<file path="src/rtl/flat_resp_capture.sv">
// Response capture: stamps in_flat frames, buffers them in a FIFO, streams CHUNK_W-bit beats MSB-first.
// Optional MISR signature on sig when FLAT_MISR_EN is defined; otherwise sig is tied to zero.
module flat_resp_capture #(
    parameter int IN_W    = 159,
    parameter int CHUNK_W = 32,
    parameter int DEPTH   = 4,
    parameter int CNT_W   = 32
) (
    input  logic                     clk,
    input  logic                     rst,
    input  logic                     cap_en,
    input  logic [IN_W-1:0]          in_flat,
    output logic                     out_valid,
    input  logic                     out_ready,
    output logic [CHUNK_W-1:0]       out_data,
    output logic                     out_last,
    output logic [CNT_W-1:0]         out_stamp,
    output logic [$clog2(DEPTH):0]   fifo_level,
    output logic [CNT_W-1:0]         drop_cnt,
    output logic                     overflow,
    output logic [31:0]              sig
);

    localparam int NCHUNK  = (IN_W + CHUNK_W - 1) / CHUNK_W;
    localparam int FRAME_W = NCHUNK * CHUNK_W;
    localparam int AW      = $clog2(DEPTH);
    localparam int IW      = (NCHUNK > 1) ? $clog2(NCHUNK) : 1;

    typedef enum logic {IDLE, SEND} state_t;

    state_t               state_q, state_d;
    logic [CNT_W-1:0]     cnt_q;
    logic [IN_W-1:0]      mem_data  [DEPTH];
    logic [CNT_W-1:0]     mem_stamp [DEPTH];
    logic [AW:0]          wr_q, rd_q;
    logic [FRAME_W-1:0]   sreg_q, sreg_d;
    logic [IW-1:0]        idx_q, idx_d;
    logic [CNT_W-1:0]     stamp_q, stamp_d;
    logic [CNT_W-1:0]     drop_q;
    logic                 ovf_q;
    logic                 empty, full, pop, push, drop;

    assign fifo_level = wr_q - rd_q;
    assign empty      = (wr_q == rd_q);
    assign full       = (fifo_level == (AW+1)'(DEPTH));
    // A pop on the same edge frees the head slot, so a full FIFO can still take the push.
    assign push       = cap_en && (!full || pop);
    assign drop       = cap_en && full && !pop;

    always_ff @(posedge clk or posedge rst) begin
        if (rst) begin
            cnt_q  <= '0;
            wr_q   <= '0;
            rd_q   <= '0;
            drop_q <= '0;
            ovf_q  <= 1'b0;
        end else begin
            cnt_q <= cnt_q + 1'b1;
            if (push) wr_q <= wr_q + 1'b1;
            if (pop)  rd_q <= rd_q + 1'b1;
            if (drop) begin
                ovf_q <= 1'b1;
                if (drop_q != '1) drop_q <= drop_q + 1'b1;
            end
        end
    end

    always_ff @(posedge clk) begin
        if (push) begin
            mem_data[wr_q[AW-1:0]]  <= in_flat;
            mem_stamp[wr_q[AW-1:0]] <= cnt_q;
        end
    end

    always_ff @(posedge clk or posedge rst) begin
        if (rst) begin
            state_q <= IDLE;
            sreg_q  <= '0;
            idx_q   <= '0;
            stamp_q <= '0;
        end else begin
            state_q <= state_d;
            sreg_q  <= sreg_d;
            idx_q   <= idx_d;
            stamp_q <= stamp_d;
        end
    end

    always_comb begin
        state_d = state_q;
        sreg_d  = sreg_q;
        idx_d   = idx_q;
        stamp_d = stamp_q;
        pop     = 1'b0;
        case (state_q)
            IDLE: begin
                if (!empty) begin
                    pop     = 1'b1;
                    sreg_d  = FRAME_W'(mem_data[rd_q[AW-1:0]]);
                    stamp_d = mem_stamp[rd_q[AW-1:0]];
                    idx_d   = '0;
                    state_d = SEND;
                end
            end
            SEND: begin
                if (out_ready) begin
                    if (idx_q == IW'(NCHUNK - 1)) begin
                        state_d = IDLE;
                    end else begin
                        idx_d  = idx_q + 1'b1;
                        sreg_d = sreg_q << CHUNK_W;
                    end
                end
            end
            default: state_d = IDLE;
        endcase
    end

    assign out_valid = (state_q == SEND);
    assign out_data  = sreg_q[FRAME_W-1 -: CHUNK_W];
    assign out_last  = out_valid && (idx_q == IW'(NCHUNK - 1));
    assign out_stamp = stamp_q;
    assign drop_cnt  = drop_q;
    assign overflow  = ovf_q;

`ifdef FLAT_MISR_EN
    localparam int NSL   = (IN_W + 31) / 32;
    localparam int EXT_W = NSL * 32;

    logic [31:0]      sig_q, fold;
    logic [EXT_W-1:0] in_ext;

    always_comb begin
        in_ext = EXT_W'(in_flat);
        fold   = '0;
        for (int unsigned i = 0; i < NSL; i++) fold ^= in_ext[i*32 +: 32];
    end

    always_ff @(posedge clk or posedge rst) begin
        if (rst)         sig_q <= '0;
        else if (cap_en) sig_q <= {sig_q[30:0], sig_q[31] ^ sig_q[21] ^ sig_q[1] ^ sig_q[0]} ^ fold;
    end

    assign sig = sig_q;
`else
    assign sig = '0;
`endif

endmodule
</file>
<file path="config.mk">
export PLATFORM = sky130hd
export DESIGN_NAME = flat_resp_capture
export DESIGN_NICKNAME = d
export VERILOG_FILES = /design/src/rtl/flat_resp_capture.sv
export SDC_FILE = /design/constraint.sdc
export NUM_CORES = 1
export LEC_CHECK = 0
export CORE_UTILIZATION = 40
export DETAILED_ROUTE_END_ITERATION = 10
export PLACE_DENSITY = 0.64
export REMOVE_ABC_BUFFERS = 1
export SETUP_SLACK_MARGIN = 0.1
export SYNTH_ARGS = -nofsm -noshare
export SYNTH_HDL_FRONTEND = slang
export SYNTH_SLANG_ARGS = --single-unit
</file>
<file path="constraint.sdc">
create_clock -name clk -period 13.3 [get_ports clk]
set_clock_uncertainty 0.1 [all_clocks]
set_input_delay 2.66 -clock clk [delete_from_list [all_inputs] [get_ports clk]]
set_output_delay 2.66 -clock clk [all_outputs]
set_load 0.1 [all_outputs]
</file>
==> flow_summary.json <==
{
  "cp.required_ns": 10.54,
  "cts_setup_buffers": 0,
  "finalCritPeriodShare_pct": 46.98,
  "synth_seq_area_share_pct": 74.68,
  "grt_max_degree": 195,
  "num_rows": 115,
  "synth-seq-cells": 1031,
  "yosys_warnings": 0,
  "synth_edf_count": 764,
  "wl_um": 81320,
  "syn_area_mm2": 0.03967,
  "grt_pass1_wl_um": 125300,
  "tightest_slew_ns": 1.305,
  "cts_tree": "built",
  "syn_to_final_growth_pct": 18.60,
  "maxCapViolations": 0,
  "cts_sinks": 1031,
  "layout_common_cells": "764 x edfxtp_1, 264 x dfrtp_1, 264 x clkdlybuf4s50_1, 191 x mux4_2, 140 x nor2_1",
  "core_area_mm2": 0.09828,
  "ir_drop_mv": 0.2377,
  "synth_cell_types": 40,
  "vias": 19411,
  "overflow": 0,
  "drt_pass1_iterations": 8,
  "grt_pass1_vias": 20648,
  "fin_area_mm2": 0.04705,
  "status": "finished clean",
  "dieHeight_um": 316.9,
  "nNetsFinal": 2576,
  "gp_congestion": 0.7720,
  "final_common_cell": "edfxtp_1",
  "grt_usage_pct": 16.53,
  "path_clk_slew_ns": 0.06,
  "cts_buffer_depth": 3,
  "hold_class": "reg -> reg",
  "slew_headroom_pct": 13.01,
  "hold_ws_ns": 0.3847,
  "cp-end-kind": "output port",
  "cts_buffers": 103,
  "drtAntennaViolNets": 0,
  "vias_per_cell": 5.132,
  "leakage_nw": 17.07,
  "postSynth.asyncResetShare_pct": 25.90,
  "fin_util_pct": 47.87,
  "pin_count": 297,
  "port_buffers": 264,
  "dpl.hpwl_um": 45620,
  "cp.arrival_ns": 3.49,
  "initial_core_util_pct": 40.36,
  "avgSynthCellArea_um2": 18.54,
  "cp-start-kind": "flip-flop",
  "root_buffer": "clkbuf_16",
  "die_w_um": 316.9,
  "worstHoldPathCells": 1,
  "antenna_found_initial": 15,
  "clkLatencyLatePin_ns": 0.68,
  "reg2reg_depth": 8,
  "powerDensity_mw_per_mm2": 239.0,
  "netlist_instances": 2139,
  "hold_buffers": 0,
  "rrSetupSlack_ns": 8.60,
  "cts.repair.resized": 0,
  "detail_route.wl_per_cell_um": 21.50,
  "ys.flop_type": "edfxtp_1",
  "drv_slew": 0,
  "crit_type": "reg -> out",
  "die-area_mm2": 0.1004,
  "max_freq_mhz": 160.0,
  "hold_viol_final": 0,
  "drive_above_1_share_pct": 17.50,
  "postPlaceCellArea_mm2": 0.04342,
  "path_max_fanout": 25,
  "dr.first_iter.drc_count": 1182,
  "rsz0062_at_grt": "false",
  "period_needed_ns": 6.249,
  "drc": 0,
  "setup_viol": 0,
  "h-tree-depth": 3
}
cell type report:
type | count | area [um2]
multi-input cells | 965 | 9250
inverters | 9 | 41.29
fillers | 8033 | 51230
flip-flops and latches | 1031 | 29630
well taps | 1287 | 1610
clock buffers | 136 | 2823
repair buffers | 291 | 2883
clock inverters | 59 | 794.5
diodes | 4 | 10.01
stage by stage:
step / TNS [ns] / cells / power [mW] / setup WS (ns)
3_3_place_gp: 0 / 3583 / 8.268 / 7.042
2_1_floorplan: -1944.90 / 2005 / 7.923 / -8.999
6_report: 0 / 3782 / 11.24 / 7.051
4_1_cts: 0 / 3778 / 11.43 / 6.926
3_5_place_dp: 0 / 3583 / 8.344 / 6.985
5_1_grt: 0 / 3782 / 11.81 / 6.855
path summary, 6_finish.rpt:
check                                startpoint                        end
setup / recovery            rd_q[0]$_DFFE_PP0P_              fifo_level[2]
setup reg to reg            rd_q[0]$_DFFE_PP0P_  mem_data[1][34]$_DFFE_PP_
hold / removal             overflow$_DFFE_PP0P_       overflow$_DFFE_PP0P_
min in group asynchronous                   rst    sreg_q[148]$_DFFE_PP0P_
max in group asynchronous                   rst   out_stamp[3]$_DFFE_PP0P_
hold reg to reg            overflow$_DFFE_PP0P_       overflow$_DFFE_PP0P_
cell usage after synthesis, types with 2 or more instances:
cell,count,share of area [%]
and2_1,7,0.11
inv_1,9,0.085
edfxtp_1,764,58
mux2i_1,128,3.2
xnor2_1,40,0.88
dfrtp_1,267,17
mux2_2,32,0.91
nor3b_1,2,0.038
xor2_1,27,0.60
and4_1,10,0.22
clkbuf_1,45,0.43
buf_4,64,1.2
nand4_1,10,0.16
nor3_2,6,0.15
and3_1,16,0.25
nor3_1,4,0.050
o21ai_0,36,0.45
nand2_1,105,0.99
nor2_1,141,1.3
nand3_1,24,0.30
ha_1,11,0.35
nor4_1,2,0.032
buf_1,15,0.14
mux4_2,191,11
buf_2,40,0.50
a21oi_1,129,1.6
worst max-delay path, stage by stage (launching register included):
cell             delay (ns)
dfrtp_4                0.72
ha_1                   0.31
fa_1                   0.41
xor2_1                 0.21
clkdlybuf4s50_1        1.17
state kept, by name (all words and copies together), names as in the netlist:
| register | cells |
|---|---|
| mem_data | 636 |
| overflow | 1 |
| drop_cnt | 32 |
| sreg_q | 160 |
| rd_q | 3 |
| wr_q | 3 |
| out_stamp | 32 |
| mem_stamp | 128 |
| cnt_q | 32 |
| out_valid | 1 |
| idx_q | 3 |
layer usage:
layer / up-vias / track usage [%] / routed length (um)
met5: - / 0 / 104
met3: 118 / 3.456 / 4205
met1: 10111 / 20.99 / 33360
met4: 20 / 5.081 / 1717
li1: 8719 / - / -
met2: 443 / 28.43 / 41930
power breakdown:
group          leakage, nW  internal, mW  switching (mW)
logic                 5.02          1.23            2.24
clock network         1.76          1.83            1.21
registers             10.3          4.39           0.336
total                 17.1          7.46            3.79
cell families after synthesis:
group                      after synthesis  synth area share [%]
AOI/OAI and AO/OA                      170                 2.233
xor gates and xnor gates                68                 1.520
adders and majority gates               12                0.3974
buffers and inverters                  174                 2.397
DFF                                   1031                 74.68
muxes                                  351                 14.98
other                                    1              0.009454
and+or+nand+nor                        332                 3.779
No activity file was read; power rests on OpenSTA's default activity.
